## config.mk

```make
export PLATFORM = sky130hd
export DESIGN_NAME = jump_resolve_ras
export DESIGN_NICKNAME = d
export VERILOG_FILES = /design/src/rtl/jump_resolve_ras.sv
export SDC_FILE = /design/constraint.sdc
export NUM_CORES = 1
export LEC_CHECK = 0
export CELL_PAD_IN_SITES_DETAIL_PLACEMENT = 1
export CELL_PAD_IN_SITES_GLOBAL_PLACEMENT = 1
export CORE_UTILIZATION = 45
export CTS_BUF_LIST = sky130_fd_sc_hd__clkbuf_4 sky130_fd_sc_hd__clkbuf_8
export CTS_CLUSTER_SIZE = 28
export DETAILED_ROUTE_END_ITERATION = 8
export DONT_BUFFER_PORTS = 1
export MAX_ROUTING_LAYER = met4
export PLACE_DENSITY_LB_ADDON = 0.15
export SLEW_MARGIN = 10
export SYNTH_ARGS = -nofsm -noshare
export SYNTH_HDL_FRONTEND = slang
export SYNTH_SLANG_ARGS = --single-unit
```

## constraint.sdc

```tcl
create_clock -name clk -period 5.5 [get_ports clk]
set_input_delay 1.1 -clock clk [delete_from_list [all_inputs] [get_ports clk]]
set_output_delay 1.1 -clock clk [all_outputs]
set_load 0.05 [all_outputs]
```

## src/rtl/jump_resolve_ras.sv

```systemverilog
// jump_resolve_ras: JAL/JALR decode, target and link computation, and
// return prediction through a circular return-address stack (RAS).
// A single registered result stage with a valid/ready handshake sits on the
// output. The RAS is updated speculatively when an instruction is accepted.
module jump_resolve_ras #(
    parameter int unsigned XLEN      = 32,
    parameter int unsigned RAS_DEPTH = 4
) (
    input  logic            clk,
    input  logic            rst_n,
    input  logic            flush,
    input  logic            in_valid,
    output logic            in_ready,
    input  logic [31:0]     instruction_code,
    input  logic [XLEN-1:0] pc,
    input  logic [XLEN-1:0] rs1_data,
    output logic            out_valid,
    input  logic            out_ready,
    output logic [4:0]      rd,
    output logic [1:0]      jump_control,
    output logic [XLEN-1:0] link_addr,
    output logic [XLEN-1:0] target_addr,
    output logic            ras_pred_valid,
    output logic [XLEN-1:0] ras_pred_addr,
    output logic            mispredict
);

    localparam int unsigned PtrW = (RAS_DEPTH > 1) ? $clog2(RAS_DEPTH) : 1;
    localparam int unsigned CntW = $clog2(RAS_DEPTH + 1);

    localparam logic [6:0] OpJal  = 7'b1101111;
    localparam logic [6:0] OpJalr = 7'b1100111;

    localparam logic [1:0] JcNone = 2'b00;
    localparam logic [1:0] JcJal  = 2'b01;
    localparam logic [1:0] JcJalr = 2'b10;

    localparam logic [XLEN-1:0] InstrBytes = XLEN'(4);
    localparam logic [XLEN-1:0] AlignMask  = {{(XLEN-1){1'b1}}, 1'b0};
    localparam logic [CntW-1:0] CntFull    = CntW'(RAS_DEPTH);
    localparam logic [CntW-1:0] CntOne     = CntW'(1);
    localparam logic [PtrW-1:0] PtrOne     = PtrW'(1);

    typedef enum logic [1:0] {
        RasNone,
        RasPush,
        RasPop,
        RasPopPush
    } ras_op_e;

    // Field extraction
    logic [6:0]      opcode;
    logic [4:0]      rd_idx;
    logic [4:0]      rs1_idx;
    logic            is_jal;
    logic            is_jalr;
    logic            rd_link;
    logic            rs1_link;
    logic [XLEN-1:0] imm_j;
    logic [XLEN-1:0] imm_i;
    logic [XLEN-1:0] jalr_sum;

    // Decoded result
    logic [1:0]      jc_d;
    logic [XLEN-1:0] link_d;
    logic [XLEN-1:0] target_d;
    ras_op_e         ras_op;
    logic            pred_valid_d;
    logic [XLEN-1:0] pred_addr_d;
    logic            mispredict_d;

    // RAS state
    logic [XLEN-1:0] ras_mem [RAS_DEPTH];
    logic [PtrW-1:0] ras_ptr_q, ras_ptr_d;
    logic [CntW-1:0] ras_cnt_q, ras_cnt_d;
    logic [PtrW-1:0] ras_top_idx;
    logic [XLEN-1:0] ras_top;
    logic            ras_empty;
    logic            ras_full;
    logic            ras_we;
    logic [PtrW-1:0] ras_waddr;

    // Output stage
    logic            out_valid_q;
    logic [4:0]      rd_q;
    logic [1:0]      jc_q;
    logic [XLEN-1:0] link_q;
    logic [XLEN-1:0] target_q;
    logic            pred_valid_q;
    logic [XLEN-1:0] pred_addr_q;
    logic            mispredict_q;

    logic            accept;

    assign opcode   = instruction_code[6:0];
    assign rd_idx   = instruction_code[11:7];
    assign rs1_idx  = instruction_code[19:15];
    assign is_jal   = (opcode == OpJal);
    assign is_jalr  = (opcode == OpJalr);
    assign rd_link  = (rd_idx == 5'd1) || (rd_idx == 5'd5);
    assign rs1_link = (rs1_idx == 5'd1) || (rs1_idx == 5'd5);

    assign imm_j = {{(XLEN-21){instruction_code[31]}}, instruction_code[31],
                    instruction_code[19:12], instruction_code[20],
                    instruction_code[30:21], 1'b0};
    assign imm_i = {{(XLEN-12){instruction_code[31]}}, instruction_code[31:20]};

    assign jalr_sum = rs1_data + imm_i;
    assign link_d   = pc + InstrBytes;

    // ras_ptr_q is the next free slot; the top entry sits just below it.
    assign ras_top_idx = ras_ptr_q - PtrOne;
    assign ras_top     = ras_mem[ras_top_idx];
    assign ras_empty   = (ras_cnt_q == '0);
    assign ras_full    = (ras_cnt_q == CntFull);

    // Result stage frees up when empty or draining; flush blocks new work.
    assign in_ready = !flush && (!out_valid_q || out_ready);
    assign accept   = in_valid && in_ready;

    // Decode: jump kind, target, and the RAS action implied by rd/rs1 hints
    always_comb begin
        jc_d     = JcNone;
        target_d = '0;
        ras_op   = RasNone;
        if (is_jal) begin
            jc_d     = JcJal;
            target_d = pc + imm_j;
            if (rd_link) begin
                ras_op = RasPush;
            end
        end else if (is_jalr) begin
            jc_d     = JcJalr;
            target_d = jalr_sum & AlignMask;
            case ({rd_link, rs1_link})
                2'b10:   ras_op = RasPush;
                2'b01:   ras_op = RasPop;
                2'b11:   ras_op = (rd_idx == rs1_idx) ? RasPush : RasPopPush;
                default: ras_op = RasNone;
            endcase
        end
    end

    // RAS prediction and next pointer/count; state only moves on accept
    always_comb begin
        pred_valid_d = 1'b0;
        pred_addr_d  = '0;
        ras_ptr_d    = ras_ptr_q;
        ras_cnt_d    = ras_cnt_q;
        ras_we       = 1'b0;
        ras_waddr    = ras_ptr_q;
        case (ras_op)
            RasPush: begin
                ras_we    = 1'b1;
                ras_ptr_d = ras_ptr_q + PtrOne;
                // Wrapping pointer overwrites the oldest entry when full.
                ras_cnt_d = ras_full ? ras_cnt_q : ras_cnt_q + CntOne;
            end
            RasPop: begin
                if (!ras_empty) begin
                    pred_valid_d = 1'b1;
                    pred_addr_d  = ras_top;
                    ras_ptr_d    = ras_top_idx;
                    ras_cnt_d    = ras_cnt_q - CntOne;
                end
            end
            RasPopPush: begin
                if (!ras_empty) begin
                    // Coroutine swap: predict from old top, then replace it.
                    pred_valid_d = 1'b1;
                    pred_addr_d  = ras_top;
                    ras_we       = 1'b1;
                    ras_waddr    = ras_top_idx;
                end else begin
                    // Nothing to pop, so this degenerates to a plain push.
                    ras_we    = 1'b1;
                    ras_ptr_d = ras_ptr_q + PtrOne;
                    ras_cnt_d = ras_cnt_q + CntOne;
                end
            end
            default: ;
        endcase
        if (!accept) begin
            ras_ptr_d = ras_ptr_q;
            ras_cnt_d = ras_cnt_q;
            ras_we    = 1'b0;
        end
    end

    assign mispredict_d = pred_valid_d && (pred_addr_d != target_d);

    // RAS pointer and occupancy
    always_ff @(posedge clk or negedge rst_n) begin
        if (!rst_n) begin
            ras_ptr_q <= '0;
            ras_cnt_q <= '0;
        end else begin
            ras_ptr_q <= ras_ptr_d;
            ras_cnt_q <= ras_cnt_d;
        end
    end

    // RAS storage; contents are meaningless until pushed, so no reset
    always_ff @(posedge clk) begin
        if (ras_we) begin
            ras_mem[ras_waddr] <= link_d;
        end
    end

    // Result register: load on accept, otherwise drain or hold
    always_ff @(posedge clk or negedge rst_n) begin
        if (!rst_n) begin
            out_valid_q  <= 1'b0;
            rd_q         <= '0;
            jc_q         <= '0;
            link_q       <= '0;
            target_q     <= '0;
            pred_valid_q <= 1'b0;
            pred_addr_q  <= '0;
            mispredict_q <= 1'b0;
        end else if (accept) begin
            out_valid_q  <= 1'b1;
            rd_q         <= rd_idx;
            jc_q         <= jc_d;
            link_q       <= link_d;
            target_q     <= target_d;
            pred_valid_q <= pred_valid_d;
            pred_addr_q  <= pred_addr_d;
            mispredict_q <= mispredict_d;
        end else if (out_ready || flush) begin
            out_valid_q <= 1'b0;
        end
    end

    assign out_valid      = out_valid_q;
    assign rd             = rd_q;
    assign jump_control   = jc_q;
    assign link_addr      = link_q;
    assign target_addr    = target_q;
    assign ras_pred_valid = pred_valid_q;
    assign ras_pred_addr  = pred_addr_q;
    assign mispredict     = mispredict_q;

endmodule

```

==> qor.txt, run 1 <==
deepest clock path buffer count -> 3
worst-margin pin slew -> 0.980 ns
IO Count -> 208
maximum number of pins on one net before global-route repair -> 112
min cycle time layout -> 4.62 ns
cells resized by post-CTS repair -> 0
Synthesized Nets -> 1670
layout filler cell count -> 3567
most used standard cell by instance count after synthesis -> nand2_1
antenna violations before repair -> 1
WL/cell -> 26.0 µm
critical path type -> input pin to flop
post-layout util -> 50.6%
Cell Area, Placed -> 15200 µm²
All-Layer GR Usage -> 31.8%
top post-synthesis cells by count -> 313 x nand2_1, 128 x edfxtp_1, 111 x dfrtp_1, 86 x o21ai_0, 84 x nor2_1
aggregate global routing overflow -> 0
result of the run -> finished, final reports clean
type of element capturing the critical path -> flop
Clock transition at path regs -> 0.07 ns
Mean Syn Cell Area -> 9.71 µm²
Worst EP required -> 5.96 ns
number of optimization iterations in the first detailed-route pass -> 7
Num CTS Buffers -> 43
largest cells by area after synthesis -> edfxtp_1 26%, dfrtp_1 19%, nand2_1 8.0%
TritonCTS clock tree -> yes
via count of the first global-routing pass -> 12513
post-synth top area cell -> edfxtp_1
Worst Reg2Reg Path Length in Cells -> 11
leakage component of the power -> 6.52 nW
CTS Root Cell -> clkbuf_8
CP max FO -> 10
Routed Wire Length -> 50.9 mm
number of failing hold endpoints at the final stage -> 0
proportion of synthesized flip-flops having asynchronous set or reset -> 46.4%
type of element launching the critical path -> input pin
layout cells sized above 1 -> 11.7%
GPL Wtd Cong -> 0.904
post-detail-place hpwl -> 38.3 mm
portion of the clock cycle consumed by the worst path in the final layout -> 84.0%
DIE HEIGHT -> 182 µm
H-Tree Level Count -> 2
highest achievable clock rate -> 216 MHz
Area growth, synth to finish -> 9.89%
initial DRC count -> 796
standard cell core area -> 31700 µm²
ratio of total power to cell area -> 284 nW/µm²
Synth cell types -> 78
count of flip-flops with a built-in enable after synthesis -> 128
IR drop worst, VDD -> 206 µV
total setup violations reported at the end of the flow -> 0
area share of the leading cell type in the synthesized netlist -> 26.3%
Max Clock Skew -> 0.0420 ns
via count -> 12220
number of sinks driven by the clock tree -> 239
vias per cell -> 6.25
setup repair after global routing missed its margin -> false
final slew viol count -> 0
I/O Buffers -> 0
Synthesis Warnings -> 0
Die Outline Area -> 33200 µm²
number of nets in the final layout -> 1681
max capacitance violation total -> 0
Mapped Area -> 14600 µm²
die width -> 182 µm
register bit count reported by yosys -> 239
clock insertion delay at the later pin of the skew report -> 0.60 ns
number of standard cells after synthesis -> 1505
worst min-delay path category -> input pin to async pin
worst path arrival time -> 5.08 ns
TNS Setup -> 0 ns
most common flop cell mapped by yosys -> edfxtp_1
Post-Layout Inst Area -> 16100 µm²
Worst slew margin -> 34.0%
count of unresolved DRC violations after routing -> 0
post-cts hold buffer count -> 0
sequential-to-total area share from yosys stat -> 45.3%
initial core utilization -> 46.1%
global-route wire length before repair -> 76.7 mm
R2R Setup Slk -> 1.54 ns
final antenna-violating net count -> 0
row count -> 65
post-CTS setup repair buffer count -> 0
power breakdown:
| group | switching [mW] | total [mW] | internal [mW] |
|---|---|---|---|
| sequential | 0.201 | 2.14 | 1.93 |
| combinational | 0.435 | 0.667 | 0.232 |
| clock | 0.805 | 1.76 | 0.951 |
layout make-up:
class	instances	area (µm²)	area share [%]
multi-input cells	1167	7640	47.6
flip-flops and latches	239	6620	41.2
clock buffers	61	758	4.72
well taps	402	503	3.13
repair buffers	39	293	1.82
clock inverters	19	141	0.880
inverters	26	97.6	0.608
diodes	1	2.50	0.0156
critical path, cell delays in order:
cell and delay [ns]:
ha_1 0.41, a211oi_1 0.34, o21ai_1 0.17, a2111oi_0 0.77, a21oi_1 0.27, a221oi_1 0.46, o21ai_0 0.26, a211oi_1 0.28
nand4_1 0.11, or4_1 0.55, a2111oi_2 0.30, nor2_1 0.07
sequential cells by signal, indices dropped and copies added (netlist names):
signal	flops
link_addr	32
ras_pred_addr	32
ras_pred_valid	1
ras_mem	128
jump_control	2
mispredict	1
ras_ptr_q	2
ras_cnt_q	3
target_addr	32
out_valid	1
rd	5
cell usage in the layout (no fill, tap or decap), drive strengths merged, types with 17 or more instances in the layout:
cell,n
o21ai,93
xor2,27
o31ai,20
clkbuf,61
a21oi,81
a21o,19
nand4,26
edfxtp,128
ha,61
nor2,84
xnor2,44
and3,26
nor3,29
nand3,63
mux2i,17
a211oi,18
mux4,31
dfrtp,111
inv,28
nand2,313
buf,39
cell families after synthesis:
group / Yosys count / share of synthesized area, %
adder cells (fa/ha/maj): 64 / 5.63
buffers and inverters: 99 / 2.58
AO/OA/AOI/OAI: 344 / 15.6
multiplexers: 55 / 6.48
flip-flops: 239 / 45.3
AND/OR/NAND/NOR: 633 / 20.1
XOR/XNOR: 71 / 4.25
worst paths after layout:
path | from | to
max reg2reg | ras_ptr_q[0] | mispredict
max | instruction_code[16] | mispredict
min reg2reg | ras_cnt_q[2] | ras_cnt_q[2]
max in group asynchronous | rst_n | ras_pred_addr[9]
min | rst_n | target_addr[9]
min in group clk | ras_cnt_q[2] | ras_cnt_q[2]
through the flow:
| stage | worst slack (ns) | hold WS (ns) | std cells | total power, mW |
|---|---|---|---|---|
| CTS | 1.04 | 0.146 | 1953 | 4.60 |
| global route | 0.644 | 0.170 | 1954 | 4.73 |
| global placement | 0.522 | 0.469 | 1873 | 2.82 |
| detailed placement | 0.437 | 0.475 | 1873 | 2.83 |
| floorplan | 0.152 | 0.448 | 1505 | 2.64 |
| finish | 0.879 | 0.188 | 1954 | 4.56 |
metal layers:
metal | vias up | track usage, % | part of all wire, %
met5 | - | - | 0
met4 | 0 | 11.4 | 3.2
met3 | 87 | 8.26 | 8.3
met2 | 451 | 48.8 | 46
met1 | 6078 | 40.6 | 43
li1 | 5604 | - | -
(Power assumes the default switching activity.)
==> run 2, diff against run 1 <==
clock period = 4.8 ns   (was 5.5 ns; I/O delays follow)
==> qor.txt, run 2 (synthesized netlist as in run 1, its figures left out) <==
count of unresolved DRC violations after routing -> 0 (unchanged)
GPL Wtd Cong -> 0.934 (+3.3%)
Num CTS Buffers -> 40 (-7.0%)
deepest clock path buffer count -> 3 (unchanged)
setup repair after global routing missed its margin -> false
row count -> 65 (unchanged)
clock insertion delay at the later pin of the skew report -> 0.60 ns (about the same)
Post-Layout Inst Area -> 16300 µm² (+1.3%)
initial core utilization -> 46.1% (unchanged)
number of sinks driven by the clock tree -> 239 (unchanged)
critical path type -> input pin to flop
IO Count -> 208 (unchanged)
max FFs per register -> 128 (unchanged)
portion of the clock cycle consumed by the worst path in the final layout -> 90.0%
maximum number of pins on one net before global-route repair -> 112 (unchanged)
TritonCTS clock tree -> yes
post-layout util -> 51.3% (+0.65 points)
WL/cell -> 26.2 µm (+0.78%)
vias per cell -> 6.27 (+0.25%)
total design power -> 5.13 mW (+12%)
standard cell core area -> 31700 µm² (unchanged)
I/O Buffers -> 0 (unchanged)
Worst slew margin -> 29.2% (-4.8 points)
Biggest register -> ras_mem
post-CTS setup repair buffer count -> 0 (unchanged)
antenna violations before repair -> 2 (+1)
initial DRC count -> 963 (+21%)
number of nets in the final layout -> 1710 (+1.7%)
Worst path slowest cell -> or4_1
die width -> 182 µm (unchanged)
via count of the first global-routing pass -> 12460 (-0.42%)
post-detail-place hpwl -> 40.0 mm (+4.4%)
total setup violations reported at the end of the flow -> 0 (unchanged)
Clock transition at path regs -> 0.08 ns (about the same)
aggregate global routing overflow -> 0 (unchanged)
highest achievable clock rate -> 232 MHz
most common library cell in the layout ignoring fill and taps -> nand2_1
layout cells sized above 1 -> 13.1% (+1.5 points)
minimum hold slack -> 0.0567 ns (-0.131 ns)
All-Layer GR Usage -> 32.2% (+0.45 points)
final antenna-violating net count -> 0 (unchanged)
Cell Area, Placed -> 15400 µm² (+1.9%)
worst path arrival time -> 4.79 ns (-0.29 ns)
most frequent cells in the layout -> 312 x nand2_1, 128 x edfxtp_1, 110 x dfrtp_1
DIE HEIGHT -> 182 µm (unchanged)
worst min-delay path category -> input pin to async pin
cells resized by post-CTS repair -> 0 (unchanged)
type of element capturing the critical path -> flop
Max Clock Skew -> 0.0481 ns (+0.00609 ns)
layout filler cell count -> 3574 (+0.20%)
post-cts hold buffer count -> 0 (unchanged)
min cycle time layout -> 4.32 ns
critical path cell sequence -> ha_1, a21o_1, a21oi_1, a21oi_1, buf_4, o211ai_1, a2111oi_0, a211oi_1, o31ai_1, xor2_1, or4_1, or4_1, a2111oi_2, nor2_1
Non-Filler Instances -> 1980 (+1.3%)
H-Tree Level Count -> 2 (unchanged)
number of failing hold endpoints at the final stage -> 0 (unchanged)
IR drop worst, VDD -> 277 µV (+34%)
CP max FO -> 6 (-4)
Routed Wire Length -> 51.9 mm (+2.1%)
ratio of total power to cell area -> 315 nW/µm² (+11%)
Placed Cells incl. Taps -> 1905 (+1.7%)
worst-margin pin slew -> 1.06 ns (+0.0830 ns)
result of the run -> finished, final reports clean
CTS Root Cell -> clkbuf_8
type of element launching the critical path -> input pin
number of optimization iterations in the first detailed-route pass -> 5 (-2)
delay of the slowest critical-path stage -> 0.47 ns (-0.30 ns)
max capacitance violation total -> 0 (unchanged)
leakage component of the power -> 6.64 nW (+1.8%)
via count -> 12414 (+1.6%)
Worst EP required -> 5.27 ns (-0.69 ns)
Die Outline Area -> 33200 µm² (unchanged)
Area growth, synth to finish -> 11.3%
final slew viol count -> 0 (unchanged)
global-route wire length before repair -> 77.1 mm (+0.62%)
## run 2: cell count changes in the layout (fill, tap and decap cells not counted), sizes merged
cell    delta
buf       +32
clkbuf     -4
clkinv     -3
diode      +1
## run 2: path summary, 6_finish.rpt
| path | startpoint | to | slack (ns) | cells past startpoint |
|---|---|---|---|---|
| max | instruction_code[24] | mispredict | 0.48 | 14 |
| min | rst_n | target_addr[19] | 0.06 | 0 |
| max in group asynchronous | rst_n | ras_pred_addr[13] | 4.50 | 0 |
| min reg2reg | ras_cnt_q[0] | ras_cnt_q[0] | 0.51 | 1 |
| max reg2reg | ras_ptr_q[0] | mispredict | 0.99 | 11 |
| min in group clk | pc[1] | ras_mem[1][1] | 0.46 | 0 |
## run 2: critical path, delay by kind of cell
family,cells,cell delay [ns]
AOI/OAI and AO/OA,8,2.08
xor gates and xnor gates,1,0.19
adders and majority gates,1,0.37
buffers and inverters,1,0.17
and+or+nand+nor,3,0.99
## run 2: metrics by stage
| step | TNS [ns] | setup slack [ns] |
|---|---|---|
| final | 0 | 0.482 |
| after global routing | 0 | 0.197 |
| after CTS | 0 | 0.603 |
| after detailed placement | -0.00444 | -0.00444 |
| after global placement | 0 | 0.0619 |
| after floorplan | 0 | 0.0380 |
## run 2: layout make-up
cell class	instances	area, µm²	area share [%]
Sequential cell	239	6620	40.7
Tap cell	402	503	3.09
Inverter	26	97.6	0.600
Multi-Input combinational cell	1167	7650	47.0
Timing Repair Buffer	71	571	3.51
Antenna cell	2	5.00	0.0308
Clock inverter	16	121	0.746
Clock buffer	57	697	4.28
## run 2: routing by layer
| layer | vias up | track usage (%) | share of wire (%) |
|---|---|---|---|
| li1 | 5659 | - | - |
| met5 | - | - | 0 |
| met1 | 6214 | 41.9 | 43 |
| met2 | 460 | 49.7 | 46 |
| met3 | 81 | 7.58 | 7.6 |
| met4 | 0 | 10.4 | 3.2 |
## run 2: power by group
group	switching, mW	internal, mW	leakage [nW]
registers	0.231	2.22	2.63
logic	0.518	0.295	3.58
clock network	0.862	1.00	0.429
total	1.61	3.52	6.64
==> run 3, diff against run 2 <==
CORE_UTILIZATION = 38   (was 45)
==> qor.txt, run 3 (synthesized netlist as in run 1, its figures left out) <==
result of the run -> finished, final reports clean
post-CTS setup repair buffer count -> 0 (unchanged)
Num CTS Buffers -> 41 (+2.5%)
Worst EP required -> 5.25 ns (-0.02 ns)
aggregate global routing overflow -> 0 (unchanged)
final slew viol count -> 0 (unchanged)
Area growth, synth to finish -> 13.9%
min cycle time layout -> 4.63 ns (+0.307 ns)
DIE HEIGHT -> 198 µm (+8.7%)
IR drop worst, VDD -> 225 µV (-19%)
highest achievable clock rate -> 216 MHz (-6.6%)
Die Outline Area -> 39300 µm² (+18%)
number of nets in the final layout -> 1738 (+1.6%)
Buf+Inv Stages, Crit Path -> 2 (+1)
vias per cell -> 5.78 (-7.7%)
initial DRC count -> 938 (-2.6%)
critical path cell sequence -> inv_1, fa_1, nor2b_1, o21bai_1, a21oi_1, buf_4, o211ai_1, and4_1, a211oi_1, o31ai_1, xor2_1, or4_1, or4_1, a2111oi_2, nor2_1
number of failing hold endpoints at the final stage -> 0 (unchanged)
layout filler cell count -> 4251 (+19%)
slack of the critical path -> 0.174 ns (-0.307 ns)
most common library cell in the layout ignoring fill and taps -> nand2_1
delay of the slowest critical-path stage -> 0.52 ns (+0.05 ns)
family with the most delay on the worst path -> compound AO/OA/AOI/OAI gates
number of sinks driven by the clock tree -> 239 (unchanged)
worst path arrival time -> 5.07 ns (+0.28 ns)
count of unresolved DRC violations after routing -> 0 (unchanged)
critical path type -> input pin to flop
Worst path slowest cell -> a211oi_1
standard cell core area -> 37800 µm² (+19%)
minimum hold slack -> 0.0937 ns (+0.0370 ns)
Non-Filler Instances -> 2114 (+6.8%)
I/O Buffers -> 0 (unchanged)
All-Layer GR Usage -> 28.1% (-4.1 points)
type of element launching the critical path -> input pin
worst-margin pin slew -> 1.03 ns (-0.0339 ns)
worst min-delay path category -> input pin to async pin
Top cell by count, worst path -> or4_1
TritonCTS clock tree -> yes
H-Tree Level Count -> 2 (unchanged)
setup slack at placement -> -0.286 ns (-0.281 ns)
maximum number of pins on one net before global-route repair -> 112 (unchanged)
number of optimization iterations in the first detailed-route pass -> 5 (unchanged)
type of element capturing the critical path -> flop
most frequent cells in the layout -> 312 x nand2_1, 128 x edfxtp_1, 110 x dfrtp_1
post-detail-place hpwl -> 42.1 mm (+5.2%)
GPL Wtd Cong -> 0.911 (-2.4%)
via count -> 12229 (-1.5%)
Routed Wire Length -> 53.2 mm (+2.5%)
IO Count -> 208 (unchanged)
final antenna-violating net count -> 0 (unchanged)
layout cells sized above 1 -> 14.6% (+1.5 points)
Biggest register -> ras_mem
row count -> 71 (+9.2%)
ratio of total power to cell area -> 312 nW/µm² (-0.98%)
portion of the clock cycle consumed by the worst path in the final layout -> 96.4% (+6.4 points)
antenna violations before repair -> 1 (-1)
Placed Cells incl. Taps -> 2041 (+7.1%)
via count of the first global-routing pass -> 12436 (-0.19%)
CP max FO -> 3 (-3)
setup repair after global routing missed its margin -> false
clock insertion delay at the later pin of the skew report -> 0.57 ns (-0.03 ns)
post-cts hold buffer count -> 0 (unchanged)
die width -> 198 µm (+8.7%)
Max Clock Skew -> 0.0306 ns (-0.0175 ns)
post-layout util -> 44.1% (-7.2 points)
leakage component of the power -> 6.80 nW (+2.3%)
total setup violations reported at the end of the flow -> 0 (unchanged)
max FFs per register -> 128 (unchanged)
global-route wire length before repair -> 79.7 mm (+3.3%)
cells resized by post-CTS repair -> 0 (unchanged)
Clock transition at path regs -> 0.07 ns (about the same)
initial core utilization -> 38.7% (-7.4 points)
Worst slew margin -> 30.7% (+1.5 points)
max capacitance violation total -> 0 (unchanged)
CTS Root Cell -> clkbuf_8
deepest clock path buffer count -> 3 (unchanged)
WL/cell -> 25.2 µm (-4.0%)
total design power -> 5.19 mW (+1.3%)
==> run 3: changes by cell type in the layout (fill, tap and decap cells not counted), sizes merged <==
cell,change
clkinv,-6
buf,+27
bufinv,-1
clkbuf,+9
clkinvlp,-3
diode,-1
==> run 3: report_power, final <==
group | leakage [nW] | internal [mW] | switching (mW)
Sequential | 2.63 | 2.22 | 0.232
Combinational | 3.71 | 0.310 | 0.527
Clock | 0.457 | 1.07 | 0.833
==> run 3: per-layer routing <==
metal / global-route usage, % / wire length, µm
met2: 44.0 / 24700
met5: - / 0
met1: 37.6 / 24400
met3: 5.50 / 3160
met4: 6.43 / 999
==> run 3: area by class of cell <==
type / count / area [µm²] / share of cell area, %
inverter: 26 / 97.6 / 0.586
clock buffer: 66 / 815 / 4.89
antenna: 1 / 2.50 / 0.0150
sequential: 239 / 6620 / 39.8
tap: 511 / 639 / 3.84
timing repair buffer: 98 / 786 / 4.72
clock inverter: 6 / 37.5 / 0.226
multi-input combinational: 1167 / 7640 / 45.9
==> run 3: final timing paths <==
| kind | startpoint | endpoint | slack, ns | cells past startpoint |
|---|---|---|---|---|
| max in group asynchronous | rst_n | ras_ptr_q[0] | 4.48 | 0 |
| min in group clk | flush | out_valid | 0.48 | 1 |
| min | rst_n | ras_pred_addr[1] | 0.09 | 0 |
| max | instruction_code[21] | mispredict | 0.17 | 15 |
| min reg2reg | ras_cnt_q[2] | ras_cnt_q[2] | 0.50 | 1 |
| max reg2reg | ras_ptr_q[1] | mispredict | 0.98 | 9 |
==> run 3: stage by stage <==
step	TNS [ns]	cell area (µm²)
floorplan	0	14600
global placement	-0.348	15800
detailed placement	-0.286	15800
CTS	0	16600
global route	0	16600
finish	0	16600
==> run 3: worst register-to-register path: stages, from the launching register on <==
cell and delay (ns):
dfrtp_1 1.00, buf_4 0.34, mux4_2 0.45, nand2b_1 0.20, or4b_1 0.51, o211ai_1 0.14, o2111ai_1 0.13, or4_1 0.59
a2111oi_2 0.31, nor2_1 0.06
==> patch 1: new RTL, config.mk and constraints of run 3 <==
Change the parameter `XLEN` from 32 to 48.
--- a/src/rtl/jump_resolve_ras.sv
+++ b/src/rtl/jump_resolve_ras.sv
@@ -5,3 +5,3 @@
 module jump_resolve_ras #(
-    parameter int unsigned XLEN      = 32,
+    parameter int unsigned XLEN      = 48,
     parameter int unsigned RAS_DEPTH = 4
Ports: changed (5 resized); port bits go from 208 to 288. The function was not compared with the original's and may differ.
==> patch 1 against run 3 <==
  * Sequential cell count rose by 112
  * Routed wire length rose by 59%
  * Maximum frequency rose by 4.1%
  * Non-clock buffer count rose by 149
  * Area after synthesis rose by 48%
  * Setup slack improved by 0.18 ns
  * Final area rose by 53%
  * Power rose by 48%
  * Critical path type unchanged
  * Critical endpoint unchanged
  * Largest cell class unchanged
  * Largest power group unchanged
==> patch 1: results <==
set metrics [dict create \
    status "complete, no violations" \
    syn_nets 2474 \
    place_hpwl_um 66260 \
    min_period_ns 4.443 \
    reg2reg_slack_ns 0.94 \
    dr_total_vias 18810 \
    slowest_delay_ns 0.55 \
    synthTopCellsByArea "edfxtp_1, dfrtp_1, nand2_1, ha_1, mux4_2" \
    nets 2666 \
    syn_inst 2245 \
    muxShareOfSynthArea_pct 6.471 \
    drt_iter0_drc 1329 \
    async_flop_share_pct 45.30 \
    antennaDiodeCount 0 \
    synthXorXnorAreaFrac_pct 4.728 \
    synth_compound_area_share_pct 16.38 \
    critical_path_arrival_ns 4.97 \
    synth_fa_ha_area_share_pct 5.646 \
    ys_seq_area_share_pct 44.96 \
    post_drt_via_cell_ratio 5.812 \
    place_ws_ns -0.3044 \
    skew_ns 0.03559 \
    dp.cells 3137 \
    grt_usage_pct 29.93 \
    r2r_cells 13 \
    peakVddDrop_mv 0.2167 \
    place_congestion 0.9263 \
    layout-drive-gt1-share_pct 18.31 \
]
-- patch 1: final cells by class --
class	count	area (µm²)
Inverter	36	135.1
Timing Repair Buffer	247	1987
Clock buffer	81	989.7
Clock inverter	17	166.4
Tap cell	756	945.9
Fill cell	6498	31000
Multi-Input combinational cell	1748	11420
Sequential cell	351	9749
-- patch 1: repair_timing --
action | in CTS | in global routing
hold buffers | 1 | 0
endpoints found under the setup margin | 0 | 0
resized for setup | 0 | 0
endpoints found under the hold margin | 48 | 0
setup buffers | 0 | 0
-- patch 1: how the worst max path moves through the flow --
stage                                     from                       to
after CTS                 instruction_code[21]   mispredict$_DFFE_PN0P_
after floorplan           instruction_code[16]  ras_mem[0][0]$_DFFE_PP_
after detailed placement  instruction_code[21]   mispredict$_DFFE_PN0P_
after global placement    instruction_code[21]   mispredict$_DFFE_PN0P_
final                     instruction_code[21]   mispredict$_DFFE_PN0P_
after global routing      instruction_code[21]   mispredict$_DFFE_PN0P_
-- patch 1: metal layers --
layer	vias to the layer above	routed length, µm	GRT usage, %
met5	-	0	-
met4	0	1442	6.291
met3	97	4844	4.953
met2	463	39080	46.38
met1	9584	39520	41.22
li1	8664	-	-
-- patch 1: cells by family (layout without fill, tap and decap cells) --
| kind of cell | Yosys count | count (layout) |
|---|---|---|
| and+or+nand+nor | 919 | 919 |
| AOI/OAI and AO/OA | 534 | 534 |
| DFF | 351 | 351 |
| buffers and inverters | 146 | 381 |
| xor gates and xnor gates | 117 | 117 |
| adders and majority gates | 96 | 96 |
| muxes | 82 | 82 |
-- patch 1: power by group --
part           internal (mW)  switching, mW  total [mW]
Clock                   1.48           1.21        2.69
Sequential              3.26          0.354        3.61
Combinational          0.547          0.831        1.38
==> patch 2: new RTL, settings of run 3 <==
Made on the original files. Register the output `ras_pred_addr` once more, with the module's reset; this adds one clock of latency there. The other outputs are not delayed to match.
--- a/src/rtl/jump_resolve_ras.sv
+++ b/src/rtl/jump_resolve_ras.sv
@@ -240,3 +240,9 @@
     assign ras_pred_valid = pred_valid_q;
-    assign ras_pred_addr  = pred_addr_q;
+    always_ff @(posedge clk or negedge rst_n) begin
+        if (!rst_n) begin
+            ras_pred_addr <= '0;
+        end else begin
+            ras_pred_addr <= pred_addr_q;
+        end
+    end
     assign mispredict     = mispredict_q;
Behaviour: not the same (a bounded check fails within 4 cycles, from zero or initial values and one cycle with rst_n low).
==> patch 2 against run 3 <==
  * Setup slack better by 0.62 ns
  * Largest power group unchanged
  * Area after synthesis increased by 1.8%
  * Routed wire length shrank 6.9%
  * Hold slack lost 0.014 ns
  * Power rose by 5.9%
  * Critical path type unchanged
  * Die area increased by 1.8%
  * Final area decreased by 1.4%
  * Sequential cell count is 32 higher
  * Critical endpoint unchanged
==> patch 2: results <==
set metrics [dict create \
    status "complete, no violations" \
    cts_made_buffers 46 \
    peakVddDrop_mv 0.2042 \
    startpoint "instruction_code[8]" \
    final_cells 1975 \
    synthTopCellsByArea "edfxtp_1, dfrtp_1, nand2_1, ha_1, mux4_2" \
    met2_usage_pct 39.72 \
    critPathMaxFanout 8 \
    placed_cell_area_mm2 0.01548 \
    routed-wl-met3_um 3968 \
    grt_pass1_vias 11640 \
    grt_use_met3_pct 7.325 \
    grt_first_pass_wirelength_um 73950 \
    use_met1_pct 33.77 \
    place_congestion 0.8715 \
    ys.flop_type "dfrtp_1" \
    power_density_mw_per_mm2 335.0 \
    p_leak_nw 6.656 \
    syn_nets 1570 \
    drt_iter0_drc 694 \
    synth_common_cells "nand2_1, dfrtp_1, edfxtp_1, nor2_1, o21ai_0" \
    async_flop_share_pct 52.77 \
    met1_length_um 21940 \
    critical_path.slowest_cell "or4b_2" \
    place_ws_ns 0.2505 \
    reg2reg_slack_ns 1.24 \
    skew_ns 0.03115 \
    critical_path_arrival_ns 4.42 \
    path_delay_family "simple AND/OR/NAND/NOR gates" \
    dp.cells 1890 \
    fillCellCount 4256 \
    syn_inst 1402 \
    ys_types 88 \
    worst_r2r_startpoint "ras_ptr_q[0]$_DFFE_PN0P_" \
    wl_met2_um 22500 \
    fmax_mhz 249.5 \
]
-- patch 2: where the power goes --
part	switching [mW]	leakage, nW	total [mW]	internal (mW)
registers	0.233	3.06	2.72	2.49
logic	0.432	3.10	0.693	0.261
clock network	0.965	0.497	2.08	1.12
total	1.63	6.66	5.50	3.87
-- patch 2: logic make-up (layout without fill, tap and decap cells) --
group / Yosys count / after routing / synth area share (%)
DFF: 271 / 271 / 49.89
and+or+nand+nor: 499 / 499 / 15.19
muxes: 51 / 51 / 6.316
adders and majority gates: 67 / 67 / 5.786
buffers and inverters: 94 / 148 / 2.935
xor gates and xnor gates: 85 / 85 / 5.004
other: 0 / 1 / 0
AOI/OAI and AO/OA: 335 / 335 / 14.89
-- patch 2: metrics by stage --
step           hold slack [ns]  setup TNS, ns  power (mW)  utilization [%]
2_1_floorplan           0.3535         -24.01       3.269                -
3_3_place_gp            0.3594              0       3.453            40.06
3_5_place_dp            0.3651              0       3.460            40.06
4_1_cts                0.03164              0       5.574            42.46
5_1_grt                0.03903              0       5.755            42.47
6_report               0.07925              0       5.497            42.47
-- patch 2: worst reg2reg max path, delay by kind of cell, from the launching register on --
| kind | cells | cell delay, ns |
|---|---|---|
| AO/OA/AOI/OAI | 6 | 1.20 |
| flip-flops | 1 | 0.49 |
| multiplexers | 1 | 0.65 |
| buffers and inverters | 1 | 0.32 |
| AND/OR/NAND/NOR | 3 | 0.72 |
-- patch 2: layout make-up --
class | count | area share [%]
flip-flops and latches | 271 | 45.23
repair buffers | 33 | 1.509
multi-input cells | 1037 | 42.93
inverters | 31 | 0.7090
diodes | 1 | 0.01525
clock buffers | 60 | 4.689
clock inverters | 24 | 0.9682
well taps | 518 | 3.949
